### src/rtl/limber_gnrl_div_arb.sv
// limber_gnrl_div_arb: round-robin arbiter sharing one unsigned iterative divider, with sign fixup and divide-by-zero bypass
module limber_gnrl_div_arb #(
  parameter int NREQ = 4,
  parameter int DW   = 32,
  parameter int IDW  = $clog2(NREQ)
) (
  input  logic               i_clk,
  input  logic               i_rst,
  input  logic               i_flush,
  input  logic [NREQ-1:0]    i_req_valid,
  output logic [NREQ-1:0]    o_req_ready,
  input  logic [NREQ*DW-1:0] i_req_dividend,
  input  logic [NREQ*DW-1:0] i_req_divisor,
  input  logic [NREQ-1:0]    i_req_signed,
  output logic               o_rsp_valid,
  input  logic               i_rsp_ready,
  output logic [IDW-1:0]     o_rsp_id,
  output logic [DW-1:0]      o_rsp_quo,
  output logic [DW-1:0]      o_rsp_rem,
  output logic               o_rsp_dz,
  output logic [DW-1:0]      o_div_dividend,
  output logic [DW-1:0]      o_div_divisor,
  output logic               o_div_valid,
  output logic               o_div_clr,
  input  logic [DW-1:0]      i_div_quo,
  input  logic [DW-1:0]      i_div_rem,
  input  logic               i_div_valid
);
  typedef enum logic [1:0] {IDLE, ISSUE, WAIT, RESP} state_e;
  state_e         state_q;
  logic [IDW-1:0] ptr_q, id_q, rsp_id_q, gnt, cand;
  logic           gnt_v, sq_q, sr_q, rsp_valid_q, rsp_dz_q, div_valid_q, g_sa, g_sb;
  logic [DW-1:0]  rsp_quo_q, rsp_rem_q, div_dvd_q, div_dvs_q, g_dvd, g_dvs;
  // First valid requester after the last granted one wins
  always_comb begin
    gnt = '0;
    gnt_v = 1'b0;
    cand = '0;
    for (int k = 1; k <= NREQ; k++) begin
      cand = IDW'((int'(ptr_q) + k) % NREQ);
      if (!gnt_v && i_req_valid[cand]) begin
        gnt = cand;
        gnt_v = 1'b1;
      end
    end
  end
  assign g_dvd = i_req_dividend[gnt*DW +: DW];
  assign g_dvs = i_req_divisor[gnt*DW +: DW];
  assign g_sa = i_req_signed[gnt] & g_dvd[DW-1];
  assign g_sb = i_req_signed[gnt] & g_dvs[DW-1];
  assign o_req_ready = (state_q == IDLE && !i_flush && gnt_v) ? NREQ'(1) << gnt : '0;
  assign o_div_clr = i_flush && (state_q == ISSUE || state_q == WAIT);
  assign o_rsp_valid = rsp_valid_q;
  assign o_rsp_id = rsp_id_q;
  assign o_rsp_quo = rsp_quo_q;
  assign o_rsp_rem = rsp_rem_q;
  assign o_rsp_dz = rsp_dz_q;
  assign o_div_dividend = div_dvd_q;
  assign o_div_divisor = div_dvs_q;
  assign o_div_valid = div_valid_q;
  // Sequencer: grant, issue magnitudes, wait for done, hold response until accepted; flush wins everywhere
  always_ff @(posedge i_clk) begin
    if (i_rst) begin
      state_q <= IDLE;
      ptr_q <= IDW'(NREQ - 1);
      id_q <= '0;
      sq_q <= 1'b0;
      sr_q <= 1'b0;
      rsp_valid_q <= 1'b0;
      rsp_id_q <= '0;
      rsp_quo_q <= '0;
      rsp_rem_q <= '0;
      rsp_dz_q <= 1'b0;
      div_dvd_q <= '0;
      div_dvs_q <= '0;
      div_valid_q <= 1'b0;
    end else begin
      div_valid_q <= 1'b0;
      if (i_flush) begin
        state_q <= IDLE;
        rsp_valid_q <= 1'b0;
        rsp_id_q <= '0;
        rsp_quo_q <= '0;
        rsp_rem_q <= '0;
        rsp_dz_q <= 1'b0;
        div_dvd_q <= '0;
        div_dvs_q <= '0;
      end else begin
        case (state_q)
          IDLE: if (gnt_v) begin
            ptr_q <= gnt;
            id_q <= gnt;
            sq_q <= g_sa ^ g_sb;
            sr_q <= g_sa;
            if (g_dvs == '0) begin
              state_q <= RESP;
              rsp_valid_q <= 1'b1;
              rsp_id_q <= gnt;
              rsp_quo_q <= '1;
              rsp_rem_q <= g_dvd;
              rsp_dz_q <= 1'b1;
            end else begin
              state_q <= ISSUE;
              div_valid_q <= 1'b1;
              div_dvd_q <= g_sa ? -g_dvd : g_dvd;
              div_dvs_q <= g_sb ? -g_dvs : g_dvs;
            end
          end
          ISSUE: state_q <= WAIT;
          WAIT: if (i_div_valid) begin
            state_q <= RESP;
            rsp_valid_q <= 1'b1;
            rsp_id_q <= id_q;
            rsp_quo_q <= sq_q ? -i_div_quo : i_div_quo;
            rsp_rem_q <= sr_q ? -i_div_rem : i_div_rem;
            rsp_dz_q <= 1'b0;
            div_dvd_q <= '0;
            div_dvs_q <= '0;
          end
          RESP: if (i_rsp_ready) begin
            state_q <= IDLE;
            rsp_valid_q <= 1'b0;
            rsp_id_q <= '0;
            rsp_quo_q <= '0;
            rsp_rem_q <= '0;
            rsp_dz_q <= 1'b0;
          end
          default: state_q <= IDLE;
        endcase
      end
    end
  end
endmodule

### config.mk
export PLATFORM = sky130hd
export DESIGN_NAME = limber_gnrl_div_arb
export DESIGN_NICKNAME = d
export VERILOG_FILES = /design/src/rtl/limber_gnrl_div_arb.sv
export SDC_FILE = /design/constraint.sdc
export NUM_CORES = 1
export LEC_CHECK = 0
export ABC_CLOCK_PERIOD_IN_PS = 7150
export CAP_MARGIN = 40
export CORE_AREA = 2 2 184 186
export CTS_CLUSTER_DIAMETER = 100
export DETAILED_ROUTE_END_ITERATION = 16
export DIE_AREA = 0 0 186 188
export MAX_ROUTING_LAYER = met4
export PLACE_DENSITY_LB_ADDON = 0.25
export REMOVE_ABC_BUFFERS = 1
export SETUP_SLACK_MARGIN = 0.3
export SLEW_MARGIN = 5
export SYNTH_ARGS = -nofsm -noshare
export SYNTH_HDL_FRONTEND = slang
export SYNTH_SLANG_ARGS = --single-unit
export TNS_END_PERCENT = 1
### constraint.sdc
create_clock -name i_clk -period 7.15 [get_ports i_clk]
set_input_delay 1.43 -clock i_clk [delete_from_list [all_inputs] [get_ports i_clk]]
set_output_delay 1.43 -clock i_clk [all_outputs]
set_load 0.01 [all_outputs]
Yosys cells after proc, flatten, opt, wreduce, memory -nomap -nowiden
Index checks and enable logic that the tools add are counted.

operators by class
  shifts and indexed selects = 3
  equal/unequal tests = 8
  $lt $le $gt $ge = 5
  reductions and logical operators = 21
  bitwise operators = 6
  $add $sub $neg = 8
  mux-type cells = 56

operator list
  operator                                                    count
  two-way mux 32 bit                                          16
  variable part select 128 x 8 -> 32 bit                      2
  one-hot mux 32 bit (3 select lines)                         2
  negation 32 bit                                             4
  one-hot mux 32 bit (2 select lines)                         2
  zero test 32 bit                                            1
  two-way mux 2 bit                                           11
  less-than comparator 2 x 3 -> 1 bit, second input constant  5
  two-way mux 1 bit                                           15
  binary-select mux 1 bit (select 2 bit)                      5
  != test 2 bit, second input constant                        4
  one-hot mux 2 bit (4 select lines)                          1
  logical AND 1 bit                                           6
  one-hot mux 1 bit (3 select lines)                          2
  one-hot mux 2 bit (3 select lines)                          1
  AND reduction 3 bit                                         2
  AND reduction 5 bit                                         1
  adder 2 x 1 -> 2 bit, second input constant                 2
  adder 2 bit, second input constant                          2
  == test 2 bit, second input constant                        2
  zero test 1 bit                                             4
  two-way mux 4 bit                                           1
  AND reduction 4 bit                                         1
  OR reduction 4 bit                                          1
  11 further kinds                                            14

word-level totals
  flip-flop bits (word level) = 141
  output and inout bits = 138
  word-level logic and storage cells = 120

Logic depth before layout (Yosys ltp)
  depth after elaboration = 20
  depth in mapped cells = 21

Worst setup path after synthesis
OpenSTA, ideal clock, no wires.

  path type = in2reg
  start point = in i_req_valid[3]
  end point = reg div_dvd_q[30], in the netlist o_div_dividend[30]
  arrival time = 5.594 ns
  cell stages on the path = 19
  data required time = 7.025 ns
  path buffers = 5
  path slack = 1.431 ns
  path through = and2b_4 > o21a_2 > nor3_4 > buf_6 > buf_4 > buf_4 > clkbuf_1 > clkbuf_1 > and3_1 > a31oi_1 > inv_1 > ha_1 > inv_1 > or4_1 > a311oi_2 > nand4b_1 > o41ai_1 > xor2_1 > o2bb2ai_1

between the ends
  word-level cells in the longest chain between the ends = 19
  elaborated cells between the ends (all ways) = 36

RTL lines
  item                                                                             line  text
  from (decl)                                                                      10    input logic [NREQ-1:0] i_req_valid,
  branches (longest 19 deep; another with binary-select mux 1 bit (select 2 bit))  -
  to (signal assigned)                                                             105   div_dvd_q <= g_sa ? -g_dvd : g_dvd;
  to (decl)                                                                        33    logic [DW-1:0] rsp_quo_q, rsp_rem_q, div_dvd_q, div_dvs_q, g_dvd, g_dvs;

Several ways; the timed one is not identified. The select of a mux whose other input is x is not followed.
A chain may end at the register's enable or synchronous reset.

Worst setup path in the final report
  start point = in i_req_valid[3]
  end point = reg rsp_rem_q[11], in the netlist o_rsp_rem[11]

between the ends
  word-level cells in the longest chain between the ends = 16
  elaborated cells between the ends (all ways) = 31

RTL lines
  item                                                                                                line    text
  binary-select mux 1 bit (select 2 bit)                                                              41      if (!gnt_v && i_req_valid[cand]) begin
  two-way mux 1 bit (implied by the code)                                                             41
  two-way mux 1 bit                                                                                   41
  zero test 1 bit                                                                                     41
  logical AND 1 bit                                                                                   41
  two-way mux 1 bit                                                                                   41
  zero test 1 bit                                                                                     41
  logical AND 1 bit                                                                                   41
  two-way mux 1 bit                                                                                   41
  zero test 1 bit                                                                                     41
  logical AND 1 bit                                                                                   41
  two-way mux 2 bit                                                                                   41
  variable part select 128 x 8 -> 32 bit (on tied branches)                                           48, 47
  zero test 32 bit / two-way mux 32 bit (equally long branches)                                       95      if (g_dvs == '0) begin
  != test 2 x 1 -> 1 bit (no source line) / two-way mux 32 bit (equally long branches)                -
  AND reduction 5 bit (no source line) / one-hot mux 32 bit (3 select lines) (equally long branches)  -
  to (signal assigned)                                                                                100     rsp_rem_q <= g_dvd;
  to (signal assigned)                                                                                115     rsp_rem_q <= sr_q ? -i_div_rem : i_div_rem;
  to (decl)                                                                                           33

Several ways; a longest one is shown, not always the timed one. The select of a mux whose other input is x is not followed.

==> metrics <==
via count around 12000; Gate power share roughly two fifths; Synth Cell Area 10700 um^2; first-pass GRT wire length approximately 69000 um; DRC 0; Synth area leader dfxtp_1; Setup Fix Bufs, Post-CTS 0; Top delay family on crit path buffers and inverters; final setup fails 0; crit path cell chain clkdlybuf4s50_1 -> and2b_4 -> o21a_2 -> nor3_4 -> buf_4 -> buf_4 -> mux4_2 -> and4b_1 -> or3b_1 -> o21ai_4 -> buf_4 -> a21oi_1 -> a211oi_1; Critical Path Source i_req_valid[3]; Yosys cell types 72; Tightest Hold Check Type reg -> reg; delay of the slowest critical-path stage about 620 ps; count leader, synth nand2_1; WP buf/inv 4; Num Clock Sinks between 100 and 150; Via density about 5.5; final slew viol count 0; crit path DAT approximately 6500 ps; status finished clean; sequential fraction of the synthesis area 26.3%; CP Class in -> reg; worst relative slew slack about 43%; Final #Nets approximately 2100; largest net degree at the start of global routing between 70 and 80; Clk network pwr share 29.7%; number of synthesized flops with an enable pin 0; most used cell, CP buf_4; H-tree Lvls 4; share of layout cells above drive strength 1 a little over 7%; Final WS setup a little under 1000 ps; setup tns final 0 ps; post-layout minimum cycle time around 6200 ps; Max-Cap Viols 0; synth top area cells dfxtp_1 (26%), mux4_2 (7.3%), nand2_1 (6.3%); Detailed Place HPWL about 36000 um; first-pass iteration count of the detailed router 5; skew final between 8 and 9 ps; Flop pwr share 28.9%; die width 186 um; GR Overflow Total 0; Psw between 1 and 1.5 mW; Worst Max-Slew Pin Slew approximately 860 ps; number of top-level pins approximately 470; Core Area between 30000 and 40000 um^2; initial DRC count ~700; antenna violations before repair 1; wire length per cell 21.0 um; Clk pin slew, worst setup/hold paths ~60 ps; Place WS 603 ps; number of global-route vias before repair around 12000; Hold Path Origin o_rsp_quo[3]$_SDFFE_PP0P_; Gate Count Post-Synth ~1300; pwr dens 188 nW/um^2; die area approximately 35000 um^2; post-route cell area 16400 um^2; GRT Util Overall between 20% and 30%; FFs w/ async S/R, synth 0%; static leakage 5.73 nW; Routed WL between 40000 and 50000 um; Util after Layout 49.6%; CP Launch Type primary input; unrepaired setup endpoints after global routing no; clk root buf clkbuf_16; row cnt 67; worst endpoint required time about 7500 ps; overall power slightly above 3 mW; Initial Util 32.4%; prevailing post-synth register cell dfxtp_1; Critical R2R Launch ptr_q[0]$_SDFFE_PP1P_; post-cts repair resize count 0; crit path capture type register; deepest clock path buffer count 2; Hold Fails Final Rpt 0; post-placement cell area ~16000 um^2; Avg Inst Size Synth roughly 8.1 um^2; Slowest-stage cell, CP mux4_2; area share of the largest cell type after synthesis 26.3%; CTS Hold Bufs 0; Port Buf Inserts 470; chip height roughly 190 um; Peak VDD IR ~0.15 mV; Clk Latency, worst-skew pair between 400 and 500 ps; cts bufs inserted 17; Syn-to-layout area delta 53.1%; synthesized flop and latch total between 100 and 150; Detail Route Antenna Nets 0; GP Congestion slightly below 0.9; CTS tree built; Max Clk Rate ~160 MHz; Post-synth top cells nand2_1 (180), dfxtp_1 (141), nor2_1 (90), a21oi_1 (85), xor2_1 (65); Final Cycle Share 86.3%; switching share of total power between 30% and 40%; internal cell power approximately 2.0 mW; Synth Warn # 0; crit path max fanout 68
cell families after synthesis:
group / count (synthesis) / synth area share [%]
flip-flops: 141 / 26.3
AND/OR/NAND/NOR: 445 / 20.0
multiplexers: 79 / 11.5
adder cells (fa/ha/maj): 9 / 1.05
XOR/XNOR: 119 / 9.71
AO/OA/AOI/OAI: 403 / 25.6
buffers and inverters: 134 / 5.82
power by group through the flow:
stage	logic, mW	registers [mW]	clock network [mW]
floorplan	0.661	0.928	0
global placement	1.25	0.915	0
detailed placement	1.28	0.909	0
CTS	1.28	0.893	0.938
global route	1.38	0.899	0.973
finish	1.28	0.893	0.919
path summary, 6_finish.rpt:
path,endpoint,slack [ps],cells after the start
max,o_rsp_rem[11]$_SDFFE_PP0P_,980,13
max reg2reg,o_rsp_rem[11]$_SDFFE_PP0P_,2160,12
min reg2reg,o_rsp_quo[3]$_SDFFE_PP0P_,450,2
min,o_rsp_quo[3]$_SDFFE_PP0P_,450,2
final cells by class:
| cell class | instances | area, um^2 |
|---|---|---|
| Antenna cell | 2 | 5.00 |
| Clock buffer | 19 | 433 |
| Clock inverter | 13 | 164 |
| Fill cell | 3170 | 16700 |
| Inverter | 22 | 82.6 |
| Multi-Input combinational cell | 1055 | 7340 |
| Sequential cell | 141 | 2820 |
| Tap cell | 448 | 561 |
| Timing Repair Buffer | 497 | 5010 |
sequential cells by signal, summed over array words and instances, names as in the netlist, 2 cells and up:
signal / count
o_div_dividend: 32
ptr_q: 2
state_q: 2
o_rsp_quo: 32
id_q: 2
o_rsp_rem: 32
o_rsp_id: 2
o_div_divisor: 32
cell usage in the layout, fill, tap and decap left out, drive strengths merged, types with 34 or more instances in the layout:
cell type and count:
xor2 65, a22oi 46, nor2 91, nand4 34, o31ai 43, xnor2 54, nand2 180, a211oi 38
mux2i 38, a21oi 86, clkdlybuf4s50 470, dfxtp 141, o21ai 70, o2bb2ai 37, mux4 35
tightest hold or removal path: cells and delay by family, from the launching register on:
family	cells	cell delay, ps
AOI/OAI and AO/OA	1	50
DFF	1	310
and+or+nand+nor	1	50
stage by stage:
| stage | hold WS, ps | cells |
|---|---|---|
| 2_1_floorplan | 431 | 1218 |
| 3_3_place_gp | 436 | 2158 |
| 3_5_place_dp | 441 | 2163 |
| 4_1_cts | 450 | 2195 |
| 5_1_grt | 462 | 2196 |
| 6_report | 448 | 2197 |
routing by layer:
metal / GRT usage [%] / part of all wire, % / vias up
met5: - / 0 / -
met4: 9.81 / 3.5 / 0
met3: 4.02 / 6.5 / 85
met2: 43.1 / 48 / 527
li1: - / - / 5789
met1: 32.5 / 42 / 5773
No activity file was read; power rests on OpenSTA's default activity.
